`src/rtl/nasti_stream_mover.sv`:
```
// nasti_stream_mover
//   Memory-to-stream data mover. A software command (word address, length in
//   words) arrives on the command stream after the control logic arms the
//   block through start_valid/start_ready. The mover issues NASTI INCR read
//   bursts of up to MAX_BURST_LENGTH beats, one outstanding at a time, and
//   forwards every returned beat through a single-entry output register as a
//   stream packet whose last beat carries t_last.
//
// Ports
//   aclk, aresetn      clock (rising edge) / asynchronous active-low reset
//   o_src_aw_* / w_*   write address/data channels, tied off (valid 0)
//   o_src_b_ready      write response ready, tied off (0)
//   o_src_ar_*         read address channel (master)
//   i_src_r_*          read data channel (master side, o_src_r_ready)
//   o_dest_t_*         output packet stream (master)
//   i_cmd_t_* / o_cmd_t_ready
//                      command stream (slave): {addr words, length words, rsvd[7:0]}
//   i_start_valid      arm request; o_start_ready high while idle
//   o_err              sticky error: any non-OKAY r_resp in the current command

module nasti_stream_mover #(
  parameter  int ADDR_WIDTH       = 64,
  parameter  int DATA_WIDTH       = 64,
  parameter  int MAX_BURST_LENGTH = 8,
  parameter  int ID_WIDTH         = 1,
  parameter  int USER_WIDTH       = 1,
  localparam int DATA_BYTE_CNT    = DATA_WIDTH / 8,
  localparam int ADDR_SHIFT       = $clog2(DATA_BYTE_CNT),
  localparam int LEN_WIDTH        = ADDR_SHIFT + 16,
  localparam int CMD_WIDTH        = ADDR_WIDTH + LEN_WIDTH - 2 * ADDR_SHIFT + 8
) (
  input  logic                     aclk,
  input  logic                     aresetn,
  // AW (unused)
  output logic                     o_src_aw_valid,
  input  logic                     i_src_aw_ready,
  output logic [ID_WIDTH-1:0]      o_src_aw_id,
  output logic [ADDR_WIDTH-1:0]    o_src_aw_addr,
  output logic [7:0]               o_src_aw_len,
  output logic [2:0]               o_src_aw_size,
  output logic [1:0]               o_src_aw_burst,
  output logic                     o_src_aw_lock,
  output logic [3:0]               o_src_aw_cache,
  output logic [2:0]               o_src_aw_prot,
  output logic [3:0]               o_src_aw_qos,
  output logic [3:0]               o_src_aw_region,
  output logic [USER_WIDTH-1:0]    o_src_aw_user,
  // W (unused)
  output logic                     o_src_w_valid,
  input  logic                     i_src_w_ready,
  output logic [DATA_WIDTH-1:0]    o_src_w_data,
  output logic [DATA_BYTE_CNT-1:0] o_src_w_strb,
  output logic                     o_src_w_last,
  output logic [USER_WIDTH-1:0]    o_src_w_user,
  // B (unused)
  input  logic                     i_src_b_valid,
  output logic                     o_src_b_ready,
  input  logic [ID_WIDTH-1:0]      i_src_b_id,
  input  logic [1:0]               i_src_b_resp,
  input  logic [USER_WIDTH-1:0]    i_src_b_user,
  // AR
  output logic                     o_src_ar_valid,
  input  logic                     i_src_ar_ready,
  output logic [ID_WIDTH-1:0]      o_src_ar_id,
  output logic [ADDR_WIDTH-1:0]    o_src_ar_addr,
  output logic [7:0]               o_src_ar_len,
  output logic [2:0]               o_src_ar_size,
  output logic [1:0]               o_src_ar_burst,
  output logic                     o_src_ar_lock,
  output logic [3:0]               o_src_ar_cache,
  output logic [2:0]               o_src_ar_prot,
  output logic [3:0]               o_src_ar_qos,
  output logic [3:0]               o_src_ar_region,
  output logic [USER_WIDTH-1:0]    o_src_ar_user,
  // R
  input  logic                     i_src_r_valid,
  output logic                     o_src_r_ready,
  input  logic [ID_WIDTH-1:0]      i_src_r_id,
  input  logic [DATA_WIDTH-1:0]    i_src_r_data,
  input  logic [1:0]               i_src_r_resp,
  input  logic                     i_src_r_last,
  input  logic [USER_WIDTH-1:0]    i_src_r_user,
  // output stream
  output logic                     o_dest_t_valid,
  input  logic                     i_dest_t_ready,
  output logic [DATA_WIDTH-1:0]    o_dest_t_data,
  output logic [DATA_BYTE_CNT-1:0] o_dest_t_keep,
  output logic [DATA_BYTE_CNT-1:0] o_dest_t_strb,
  output logic                     o_dest_t_last,
  // command stream
  input  logic                     i_cmd_t_valid,
  output logic                     o_cmd_t_ready,
  input  logic [CMD_WIDTH-1:0]     i_cmd_t_data,
  // control
  input  logic                     i_start_valid,
  output logic                     o_start_ready,
  output logic                     o_err
);

  localparam int AW_W   = ADDR_WIDTH - ADDR_SHIFT;    // word-address width
  localparam int BEAT_W = $clog2(MAX_BURST_LENGTH) + 1;

  typedef enum logic [2:0] {
    S_IDLE, S_COMMAND, S_ADDRESS, S_READ, S_DRAIN
  } state_t;

  state_t                  r_state;
  logic [AW_W-1:0]         r_addr;
  logic [15:0]             r_remain;
  logic [BEAT_W-1:0]       r_beats;     // beats still owed by the open burst
  logic                    r_ar_valid;
  logic                    r_cmd_ready;
  logic                    r_start_ready;
  logic                    r_err;
  logic                    r_t_valid;
  logic                    r_t_last;
  logic [DATA_WIDTH-1:0]   r_t_data;

  logic [AW_W-1:0]         w_cmd_addr;
  logic [15:0]             w_cmd_len;
  logic [15:0]             w_burst;
  logic                    w_r_ready;
  logic                    w_r_fire;
  logic                    w_beat_final;

  assign w_cmd_addr = i_cmd_t_data[CMD_WIDTH-1 -: AW_W];
  assign w_cmd_len  = i_cmd_t_data[8 +: 16];

  // Beats in the next burst: min(remaining, MAX_BURST_LENGTH)
  assign w_burst = (r_remain > 16'(MAX_BURST_LENGTH)) ? 16'(MAX_BURST_LENGTH) : r_remain;

  // The register may take a beat when empty or being drained this cycle.
  assign w_r_ready    = (r_state == S_READ) && (!r_t_valid || i_dest_t_ready);
  assign w_r_fire     = w_r_ready && i_src_r_valid;
  assign w_beat_final = (r_beats == BEAT_W'(1));

  always_ff @(posedge aclk or negedge aresetn) begin
    if (!aresetn) begin
      r_state       <= S_IDLE;
      r_addr        <= '0;
      r_remain      <= '0;
      r_beats       <= '0;
      r_ar_valid    <= 1'b0;
      r_cmd_ready   <= 1'b0;
      r_start_ready <= 1'b1;
      r_err         <= 1'b0;
      r_t_valid     <= 1'b0;
      r_t_last      <= 1'b0;
      r_t_data      <= '0;
    end else begin
      // Sink took the held beat; an R beat accepted below reloads it.
      if (r_t_valid && i_dest_t_ready) begin
        r_t_valid <= 1'b0;
        r_t_last  <= 1'b0;
      end
      case (r_state)
        S_IDLE: begin
          if (i_start_valid) begin
            r_start_ready <= 1'b0;
            r_cmd_ready   <= 1'b1;
            r_state       <= S_COMMAND;
          end
        end
        S_COMMAND: begin
          if (i_cmd_t_valid) begin
            r_cmd_ready <= 1'b0;
            r_addr      <= w_cmd_addr;
            r_remain    <= w_cmd_len;
            r_err       <= 1'b0;
            if (w_cmd_len == 16'd0) begin
              r_start_ready <= 1'b1;
              r_state       <= S_IDLE;
            end else begin
              r_ar_valid <= 1'b1;
              r_state    <= S_ADDRESS;
            end
          end
        end
        S_ADDRESS: begin
          if (i_src_ar_ready) begin
            r_ar_valid <= 1'b0;
            r_addr     <= r_addr + AW_W'(w_burst);
            r_remain   <= r_remain - w_burst;
            r_beats    <= BEAT_W'(w_burst);
            r_state    <= S_READ;
          end
        end
        S_READ: begin
          if (w_r_fire) begin
            r_t_valid <= 1'b1;
            r_t_data  <= i_src_r_data;
            // r_remain already excludes the open burst, so zero here means
            // this burst is the command's last one.
            r_t_last  <= w_beat_final && (r_remain == 16'd0);
            r_beats   <= r_beats - BEAT_W'(1);
            if (i_src_r_resp != 2'b00) r_err <= 1'b1;
            // The counter, not r_last, decides when the burst is over.
            if (w_beat_final) begin
              if (r_remain != 16'd0) begin
                r_ar_valid <= 1'b1;
                r_state    <= S_ADDRESS;
              end else begin
                r_state <= S_DRAIN;
              end
            end
          end
        end
        S_DRAIN: begin
          if (!r_t_valid || i_dest_t_ready) begin
            r_start_ready <= 1'b1;
            r_state       <= S_IDLE;
          end
        end
        default: begin
          r_state       <= S_IDLE;
          r_start_ready <= 1'b1;
          r_cmd_ready   <= 1'b0;
          r_ar_valid    <= 1'b0;
        end
      endcase
    end
  end

  // Memory must close each burst on exactly the counted final beat.
  a_rlast_match: assert property (@(posedge aclk) disable iff (!aresetn)
    w_r_fire |-> (i_src_r_last == w_beat_final));

  // Read address channel
  assign o_src_ar_valid  = r_ar_valid;
  assign o_src_ar_id     = '0;
  assign o_src_ar_addr   = {r_addr, {ADDR_SHIFT{1'b0}}};
  assign o_src_ar_len    = 8'(w_burst - 16'd1);
  assign o_src_ar_size   = 3'(ADDR_SHIFT);
  assign o_src_ar_burst  = 2'b01;
  assign o_src_ar_lock   = 1'b0;
  assign o_src_ar_cache  = '0;
  assign o_src_ar_prot   = '0;
  assign o_src_ar_qos    = '0;
  assign o_src_ar_region = '0;
  assign o_src_ar_user   = '0;
  assign o_src_r_ready   = w_r_ready;

  // Write side is never used by a read mover.
  assign o_src_aw_valid  = 1'b0;
  assign o_src_aw_id     = '0;
  assign o_src_aw_addr   = '0;
  assign o_src_aw_len    = '0;
  assign o_src_aw_size   = '0;
  assign o_src_aw_burst  = '0;
  assign o_src_aw_lock   = 1'b0;
  assign o_src_aw_cache  = '0;
  assign o_src_aw_prot   = '0;
  assign o_src_aw_qos    = '0;
  assign o_src_aw_region = '0;
  assign o_src_aw_user   = '0;
  assign o_src_w_valid   = 1'b0;
  assign o_src_w_data    = '0;
  assign o_src_w_strb    = '0;
  assign o_src_w_last    = 1'b0;
  assign o_src_w_user    = '0;
  assign o_src_b_ready   = 1'b0;

  // Output stream
  assign o_dest_t_valid = r_t_valid;
  assign o_dest_t_data  = r_t_data;
  assign o_dest_t_last  = r_t_last;
  assign o_dest_t_keep  = '1;
  assign o_dest_t_strb  = '1;

  // Control
  assign o_cmd_t_ready = r_cmd_ready;
  assign o_start_ready = r_start_ready;
  assign o_err         = r_err;

  logic w_unused;
  assign w_unused = ^{i_src_aw_ready, i_src_w_ready, i_src_b_valid, i_src_b_id,
                      i_src_b_resp, i_src_b_user, i_src_r_id, i_src_r_user,
                      i_cmd_t_data[7:0]};

endmodule

```
`config.mk`:
```
export PLATFORM = sky130hd
export DESIGN_NAME = nasti_stream_mover
export DESIGN_NICKNAME = d
export VERILOG_FILES = /design/src/rtl/nasti_stream_mover.sv
export SDC_FILE = /design/constraint.sdc
export NUM_CORES = 1
export LEC_CHECK = 0
export ABC_AREA = 1
export CORE_AREA = 2 2 201 203
export CTS_CLUSTER_DIAMETER = 120
export DETAILED_ROUTE_END_ITERATION = 7
export DIE_AREA = 0 0 203 205
export SETUP_SLACK_MARGIN = 0.1
export SLEW_MARGIN = 20
export SYNTH_ARGS = -nofsm -noshare
export SYNTH_HDL_FRONTEND = slang
export SYNTH_SLANG_ARGS = --single-unit
```
`constraint.sdc`:
```
create_clock -name aclk -period 3.1 [get_ports aclk]
set_input_delay 0.465 -clock aclk [delete_from_list [all_inputs] [get_ports aclk]]
set_output_delay 0.465 -clock aclk [all_outputs]
set_load 0.01 [all_outputs]
```
==> impl_metrics.csv, run 1 <==
group,metric,value,unit
placement,dp_hpwl,31.7,mm
cts,cts.path.max_buffers,2,
drt,vias,11800,
finish,area_growth,31.9,%
timing,hold_viol,0,
status,outcome,"finished, final reports clean",
drt,dr.pass1.iters,6,
worst_setup_path,rr_startpoint,"r_remain[13]",
timing,fin_crit_sh,91.7,%
timing,setup_tns,0,ps
global_routing,grt_max_degree,99,
floorplan,core_area,39400,um^2
worst_setup_path,critPathTopFamily,"simple AND/OR/NAND/NOR gates",
cts,cts_buffers,17,
timing,tightest_slew,626,ps
timing,relSlewSlack,58.3,%
cts,cts_tree,"built",
worst_setup_path,worstPathRequired,3450,ps
drt,via_per_inst,4.40,
drt,ant_nets,0,
worst_setup_path,cp_max_fo,4,
floorplan,die_y,205,um
finish,final_cells,2686,
finish,n_antenna_cell,0,
hold_path,hold_path.class,"in2async",
timing,max_freq,0.352,GHz
global_routing,antenna_found_initial,2,
worst_setup_path,reg2reg_slack,260,ps
global_routing,grt_usage,19.2,%
worst_setup_path,path_class,"reg2reg",
floorplan,io_pins,522,
global_routing,grt_pass1_wl,62.1,mm
timing,finalCriticalPeriod,2840,ps
floorplan,initial_core_util,30.0,%
floorplan,die_area,41600,um^2
cts,htree_levels,4,
global_routing,grt_overflow,0,
worst_setup_path,worstSetupEndpointType,"flip-flop",
yosys,ys_seq_area_share,32.7,%
worst_setup_path,cp_cell_sequence,"nor2_2 -> nand3_1 -> nor2_1 -> nand2_1 -> inv_2 -> nand2_2 -> inv_1 -> ha_2 -> inv_1 -> fa_2 -> inv_2 -> nand3_1 -> nand3_2 -> nand2_2 -> nand3_4 -> buf_4 -> nand2_2 -> nand2_2 -> nand2_1 -> nand2_1 -> nand3_1 -> nand2_1 -> nand2_1",
power_and_ir_drop,ir_worst_vdd,0.000669,V
drt,drt_iter0_markers,624,
finish,layout.nets,2337,
worst_setup_path,slowest_delay,400,ps
finish,drive_gt1_share,6.76,%
power_and_ir_drop,p_total,14.7,mW
cts,clockRootBuffer,"clkbuf_16",
global_routing,grt_pass1_vias,11300,
timing,fin_worst_skew,11.4,ps
yosys,synth.distinct_cells,44,
drt,routed_wl,40.4,mm
cts,cts.sinks,154,
worst_setup_path,path_buf_inv,5,
placement,dp_cells,2647,
placement,gp_congestion,0.937,
worst_setup_path,crit_top_cell,"nand2_1",
worst_setup_path,arrival,3190,ps
drt,drc_errors,0,
power_and_ir_drop,power_leakage,7.80,nW
yosys,yosysWarnings,0,
floorplan,chipWidth,203,um
worst_setup_path,reg2reg_to,"r_addr[56]",
worst_setup_path,crit_slowest_cell,"dfrtp_1",
worst_setup_path,r2r_cells,23,
cts,clock_latency,450,ps
floorplan,rows,73,
drt,wl_per_cell,15.0,um
yosys,avgSynthCellArea,6.49,um^2
worst_setup_path,cp-startpoint,"r_remain[13]",
timing,slew_violations,0,
yosys,synthCells,1818,
power_and_ir_drop,p_per_area,942,nW/um^2
flow_run,cap_violations,0,
cts,cts_hold_buffers,0,
timing,rsz0062_at_grt,"true",
yosys,synth-seq-cells,154,
yosys,synth.cell_area,11800,um^2
placement,numPortBuffers,289,
timing,setup_viol,0,
cts,clkTransAtPathRegs,70,ps
worst_setup_path,critPathLaunchType,"flip-flop",
state kept, by name, summed over array words and instances (netlist names):
register        cells
r_beats             4
r_state             3
r_remain           16
o_dest_t_last       1
o_err               1
r_addr             61
o_dest_t_valid      1
o_start_ready       1
o_src_ar_valid      1
o_dest_t_data      64
o_cmd_t_ready       1
synthesized netlist by cell type:
cell      number  area share (%)
a21o_1         1           0.064
a21oi_1       50             2.1
a21oi_2        1           0.074
a22oi_1        1           0.064
a31oi_1        3            0.16
a32o_1         1           0.085
and2_1         1           0.053
and3b_1        1           0.074
buf_1          2           0.064
buf_2         27             1.1
buf_4        216              14
buf_6          2            0.19
clkbuf_1      11            0.35
conb_1         2           0.064
dfrtp_1      153              32
dfstp_2        1            0.22
fa_1           1            0.17
ha_1          20             2.1
inv_1        180             5.7
inv_2          4            0.13
mux2_2         1           0.095
nand2_1      639              20
nand2_2        2            0.11
nand3_1      145             6.1
nand3b_1      10            0.64
nand4_1       20             1.1
nor2_1       201             6.4
nor2_2         3            0.16
nor3_1        19            0.81
nor3_2         2            0.17
nor4_1         2            0.11
o211ai_1       7            0.45
o21a_1         5            0.32
o21ai_0       30             1.3
o21ai_1       30             1.3
o21ai_2        1           0.074
o21bai_1       2            0.13
o22ai_1        2            0.11
o31ai_1        1           0.064
or2_0          1           0.053
or2_1          1           0.053
or2_2          1           0.053
xnor2_1        5            0.37
xor2_1        10            0.74
layer usage:
layer	vias to the layer above	wire, um	GRT usage [%]
met3	41	3310	4.95
met4	4	696	5.53
li1	5893	-	-
met5	-	26	0
met1	5415	16400	23.1
met2	469	20000	33.8
kinds of logic after synthesis:
family | after synthesis | synth area share [%]
AO/OA/AOI/OAI | 135 | 6.24
XOR/XNOR | 15 | 1.11
adder cells (fa/ha/maj) | 21 | 2.29
buffers and inverters | 442 | 21.3
flip-flops | 154 | 32.7
multiplexers | 1 | 0.0954
other | 2 | 0.0636
AND/OR/NAND/NOR | 1048 | 36.2
area by class of cell:
class / instances / area [um^2]
Multi-Input combinational cell: 1447 / 6450
Tap cell: 525 / 657
Sequential cell: 154 / 3850
Inverter: 184 / 692
Timing Repair Buffer: 344 / 3350
Fill cell: 4207 / 23800
Clock buffer: 18 / 429
Clock inverter: 14 / 130
where the power goes:
group	leakage, nW	total, mW	internal (mW)	switching, mW
registers	1.87	4.08	3.02	1.06
clock network	0.281	2.07	1.07	1.01
logic	5.64	8.52	3.65	4.87
total	7.80	14.7	7.73	6.94
metrics by stage:
stage / util (%) / hold WS [ps] / cell area [um^2] / setup slack, ps
2_1_floorplan: - / 169 / 12600 / 306
3_3_place_gp: 37.6 / 461 / 14800 / 8.80
3_5_place_dp: 37.6 / 465 / 14800 / -52.0
4_1_cts: 39.1 / 2.29 / 15400 / 152
5_1_grt: 39.6 / 48.5 / 15600 / 19.3
6_report: 39.6 / 2.61 / 15600 / 258
worst max-delay path by stage:
stage | end | slack [ps] | cells after the start
after CTS | r_addr[58] | 150 | 22
after global placement | r_addr[36] | 9 | 22
after floorplan | r_addr[30] | 310 | 22
after global routing | r_addr[56] | 20 | 23
after detailed placement | r_addr[36] | -50 | 22
final | r_addr[56] | 260 | 23
repair_timing:
action | 4_1_cts | 5_1_grt
pin swaps | 2 | 14
resized for setup | 22 | 32
buffers inserted | 0 | 7
setup endpoints to repair | 26 | 49
cloned | 0 | 0
cells in the final DEF (no fill, tap or decap), types with 3 or more instances in the layout:
cell and instances:
o21a_1 5, a21oi_1 49, inv_1 178, nand3_4 5, nand3_1 136, o21ai_1 30
inv_8 6, dfrtp_1 153, nand4_1 20, xnor2_1 5, ha_1 18, conb_1 227
buf_12 4, clkinv_2 3, clkbuf_16 17, nand3b_1 10, nor2_1 194, o211ai_1 7
dlygate4sd2_1 4, o21ai_0 30, inv_2 5, buf_4 51, nand2_1 618, xor2_1 10
nor3_1 19, inv_6 4, nor2_2 10, clkdlybuf4s50_1 284, nand3_2 4, a31oi_1 3
nand2_2 21
No activity file was read; power rests on OpenSTA's default activity.
==> inputs of run 2 (changes only) <==
- SKIP_CTS_REPAIR_TIMING: not set -> 1
==> run 2 against run 1 <==
Net effect: sequential power about the same; non-clock buffer count increased by 3; register-to-register slack got worse by 20 ps; flip-flop and latch count unchanged; utilization increased by 0.24 points; cell count increased by 0.11%; largest cell class unchanged.
==> impl_metrics.csv, run 2 (synthesized netlist as in run 1, its figures left out) <==
group,metric,value,unit
power_and_ir_drop,swShare,47.3,%
drt,wl_per_cell,15.0,um
cts,clockRootBuffer,"clkbuf_16",
drt,drc_errors,0,
timing,fin_worst_skew,10.6,ps
drt,vias,11800,
worst_setup_path,path_class,"reg2reg",
finish,mostFrequentLayoutCells,"nand2_1 (614), clkdlybuf4s50_1 (284), conb_1 (227)",
global_routing,grt_usage,19.2,%
worst_setup_path,crit_slowest_cell,"dfrtp_1",
worst_setup_path,worstPathRequired,3440,ps
timing,setup_tns,0,ps
global_routing,gr-usage-met1,23.1,%
worst_setup_path,cp_max_fo,4,
worst_setup_path,slowest_delay,400,ps
worst_setup_path,arrival,3200,ps
power_and_ir_drop,power_frac_comb,58.3,%
timing,worst_slack,242,ps
finish,fin_area,15700,um^2
global_routing,antenna_found_initial,2,
global_routing,grt_max_degree,99,
drt,routed_wl,40.4,mm
power_and_ir_drop,switchingPower,6.98,mW
power_and_ir_drop,ir_worst_vdd,0.000673,V
global_routing,grt-busiest-layer,"met2",
finish,n_antenna_cell,0,
finish,area_growth,32.7,%
cts,clkTransAtPathRegs,70,ps
worst_setup_path,critPathLaunchType,"flip-flop",
status,outcome,"finished, final reports clean",
worst_setup_path,crit_top_cell,"nand2_1",
timing,tightest_slew,624,ps
timing,hold_viol,0,
drt,dr.pass1.iters,5,
timing,relSlewSlack,58.4,%
global_routing,gr-usage-met2,33.6,%
power_and_ir_drop,p_total,14.7,mW
global_routing,grt_pass1_vias,11300,
cts,cts.sinks,154,
timing,fin_crit_sh,92.2,%
power_and_ir_drop,power_leakage,7.86,nW
global_routing,use_met3,4.95,%
flow_run,cap_violations,0,
drt,ant_nets,0,
power_and_ir_drop,internal-power,7.77,mW
floorplan,chipWidth,203,um
power_and_ir_drop,p_per_area,942,nW/um^2
cts,cts.path.max_buffers,2,
floorplan,initial_core_util,30.0,%
placement,gp_congestion,0.937,
hold_path,hold_path.class,"in2async",
floorplan,core_area,39400,um^2
timing,slew_violations,0,
timing,rsz0062_at_grt,"true",
placement,numPortBuffers,289,
drt,drt_iter0_markers,563,
cts,clock_latency,450,ps
power_and_ir_drop,power.share.clock,14.0,%
finish,final_cells,2689,
global_routing,grt_pass1_wl,61.9,mm
timing,finalCriticalPeriod,2860,ps
power_and_ir_drop,seqPwrFrac,27.7,%
finish,drive_gt1_share,7.26,%
placement,dp_cells,2647,
finish,mostFrequentLayoutCell,"nand2_1",
finish,largest_register_ffs,64,
timing,setup_viol,0,
floorplan,io_pins,522,
timing,holdWs,3.57,ps
finish,post-route-util,39.8,%
floorplan,die_y,205,um
placement,pre_cts_slack,-52.0,ps
cts,htree_levels,4,
worst_setup_path,cp_cell_sequence,"nor2_2 -> nand3_1 -> nor2_1 -> nand2_1 -> inv_2 -> nand2_2 -> inv_1 -> ha_2 -> inv_1 -> fa_2 -> inv_2 -> nand3_2 -> nand3_4 -> nand2_2 -> nand3_4 -> buf_4 -> nand2_1 -> nand2_2 -> nand2_1 -> nand2_1 -> nand3_1 -> nand2_1 -> nand2_1",
finish,layout.nets,2340,
drt,via_per_inst,4.39,
placement,dp_hpwl,31.7,mm
worst_setup_path,worstSetupEndpointType,"flip-flop",
global_routing,grt_overflow,0,
placement,place_area,14800,um^2
cts,cts_buffers,17,
floorplan,rows,73,
timing,max_freq,0.350,GHz
cts,cts_tree,"built",
floorplan,die_area,41600,um^2
==> run 2: per-layer routing <==
layer / wire, um / vias to the layer above
met5: 26 / -
met4: 697 / 4
met3: 2930 / 39
met2: 20000 / 416
met1: 16800 / 5451
li1: - / 5906
==> run 2: area by class of cell <==
class,count,area [um^2]
fill,4196,23700
sequential,154,3850
clock inverter,14,130
clock buffer,18,429
inverter,184,692
multi-input combinational,1447,6510
tap,525,657
timing repair buffer,347,3390
==> run 2: worst paths after layout <==
kind	start	endpoint	slack (ps)	depth (start not counted)
max in group asynchronous	aresetn	o_dest_t_data[49]	2310	2
max	r_remain[13]	r_addr[56]	240	23
min reg2reg	o_dest_t_data[56]	o_dest_t_data[56]	480	2
min	aresetn	o_dest_t_data[10]	4	1
max reg2reg	r_remain[13]	r_addr[56]	240	23
min in group aclk	o_dest_t_data[56]	o_dest_t_data[56]	480	2
==> run 2: power groups by stage <==
stage	Sequential (mW)	Combinational (mW)	Clock, mW
3_5_place_dp	4.07	8.28	0
4_1_cts	4.07	8.31	2.15
5_1_grt	4.22	9.59	2.22
2_1_floorplan	4.18	4.58	0
3_3_place_gp	4.06	8.18	0
6_report	4.09	8.59	2.07
==> run 2: worst max-delay path, delay by kind of cell, from the launching register on <==
family | cells | cell delay [ps]
adder cells (fa/ha/maj) | 2 | 560
buffers and inverters | 5 | 380
flip-flops | 1 | 400
AND/OR/NAND/NOR | 16 | 1410
==> inputs of run 3 (changes only) <==
- HOLD_SLACK_MARGIN: not set -> 0.06
==> run 3 against run 2 <==
Net effect: sequential share of layout area hardly changed; clock power about the same; critical path depth unchanged; clock-buffer cell count stayed put; non-clock buffer count grew 1; maximum frequency increased by 0.13%; global-route usage stayed put; via count hardly changed; clock skew is essentially flat; highest routed layer unchanged.
==> impl_metrics.csv, run 3 (synthesized netlist as in run 1, its figures left out) <==
group,metric,value,unit
timing,rsz0062_at_grt,"true",
finish,fillerInstances,4197,
worst_setup_path,cp-startpoint,"r_remain[13]",
floorplan,rows,73,
power_and_ir_drop,ir_worst_vdd,0.000669,V
timing,fin_worst_skew,10.9,ps
finish,fin_area,15700,um^2
finish,multiInputGateArea,6510,um^2
drt,routed_wl,40.4,mm
worst_setup_path,slowest_delay,400,ps
finish,area_growth,32.8,%
worst_setup_path,arrival,3200,ps
worst_setup_path,reg2reg_to,"r_addr[56]",
worst_setup_path,worstSetupEndpointType,"flip-flop",
status,outcome,"finished, final reports clean",
cts,cts.sinks,154,
finish,mostFrequentLayoutCell,"nand2_1",
timing,tightest_slew,625,ps
power_and_ir_drop,power_leakage,7.86,nW
cts,clockRootBuffer,"clkbuf_16",
drt,dr.pass1.iters,5,
cts,cts_buffers,17,
drt,ant_nets,0,
finish,mostFrequentLayoutCells,"nand2_1 (614), clkdlybuf4s50_1 (284), conb_1 (227)",
worst_setup_path,rr_startpoint,"r_remain[13]",
floorplan,chipWidth,203,um
finish,drive_gt1_share,7.25,%
timing,hold_viol,0,
floorplan,die_area,41600,um^2
placement,numPortBuffers,289,
floorplan,initial_core_util,30.0,%
worst_setup_path,cp_max_fo,4,
floorplan,core_area,39400,um^2
worst_setup_path,reg2reg_slack,250,ps
worst_setup_path,r2r_cells,23,
placement,gp_congestion,0.937,
placement,pre_cts_slack,-52.0,ps
finish,layout.nets,2341,
global_routing,grt_overflow,0,
cts,clkTransAtPathRegs,70,ps
floorplan,die_y,205,um
drt,via_per_inst,4.40,
drt,drc_errors,0,
timing,max_freq,0.350,GHz
timing,relSlewSlack,58.3,%
placement,dp_hpwl,31.7,mm
drt,wl_per_cell,15.0,um
global_routing,antenna_found_initial,2,
cts,cts_tree,"built",
worst_setup_path,worstPathRequired,3440,ps
timing,worst_slack,245,ps
worst_setup_path,cp_cell_sequence,"nor2_2 -> nand3_1 -> nor2_1 -> nand2_1 -> inv_2 -> nand2_2 -> inv_1 -> ha_2 -> inv_1 -> fa_2 -> inv_2 -> nand3_2 -> nand3_4 -> nand2_2 -> nand3_4 -> buf_4 -> nand2_1 -> nand2_2 -> nand2_1 -> nand2_1 -> nand3_1 -> nand2_1 -> nand2_1",
hold_path,hold_path.class,"reg2reg",
worst_setup_path,critPathLaunchType,"flip-flop",
global_routing,grt_pass1_wl,61.9,mm
timing,setup_viol,0,
drt,vias,11800,
floorplan,io_pins,522,
power_and_ir_drop,p_total,14.8,mW
worst_setup_path,worstSetupEndpoint,"r_addr[56]",
worst_setup_path,crit_slowest_cell,"dfrtp_1",
finish,seq_area,3850,um^2
timing,slew_violations,0,
cts,htree_levels,4,
timing,finalCriticalPeriod,2850,ps
placement,place_area,14800,um^2
global_routing,grt_usage,19.2,%
cts,cts.path.max_buffers,2,
power_and_ir_drop,p_per_area,941,nW/um^2
worst_setup_path,path_class,"reg2reg",
finish,post-route-util,39.8,%
timing,fin_crit_sh,92.1,%
drt,drt_iter0_markers,597,
cts,clock_latency,450,ps
finish,largest_register_ffs,64,
global_routing,grt_max_degree,99,
global_routing,grt_pass1_vias,11300,
worst_setup_path,crit_top_cell,"nand2_1",
flow_run,cap_violations,0,
finish,n_antenna_cell,0,
[run 3: cell types whose count changed in the layout (fill, tap and decap cells not counted), sizes merged]
cell	before	now
dlygate4sd3	0	1
[run 3: area by class of cell]
cell class / count / area share, %
tap: 525 / 4.19
multi-input combinational: 1447 / 41.5
inverter: 184 / 4.41
sequential: 154 / 24.6
clock buffer: 18 / 2.74
timing repair buffer: 348 / 21.7
clock inverter: 14 / 0.830
[run 3: how the worst min path moves through the flow]
| stage | startpoint | end | cells past startpoint |
|---|---|---|---|
| after floorplan | aresetn | o_cmd_t_ready | 0 |
| after global placement | o_dest_t_data[55] | o_dest_t_data[55] | 2 |
| after detailed placement | o_dest_t_data[56] | o_dest_t_data[56] | 2 |
| after CTS | aresetn | o_dest_t_data[58] | 1 |
| after global routing | o_dest_t_data[0] | o_dest_t_data[0] | 2 |
| final | o_dest_t_data[56] | o_dest_t_data[56] | 2 |
[run 3: worst max-delay path: cells and delay by family (launching register included)]
family | cells | cell delay (ps)
adders and majority gates | 2 | 560
buffers and inverters | 5 | 380
DFF | 1 | 400
and+or+nand+nor | 16 | 1420
[run 3: power breakdown]
group          leakage (nW)  internal, mW  switching, mW  total (mW)
logic                  5.71          3.69           4.90        8.59
registers              1.87          3.02           1.07        4.09
clock network         0.281          1.07           1.01        2.08
[run 3: stage by stage]
stage	cells	hold WS, ps	TNS [ps]
global placement	2647	461	0
global route	2690	496	-10.5
floorplan	2043	169	0
detailed placement	2647	465	-155
finish	2690	483	0
CTS	2679	2.29	-533
[run 3: routing by layer]
metal  up-vias  global-route usage, %  wire length (um)
met2       436                   33.6             20000
met1      5446                   23.1             16600
met5         -                      0                26
li1       5905                      -                 -
met4         4                   5.53               672
met3        35                   4.95              3080
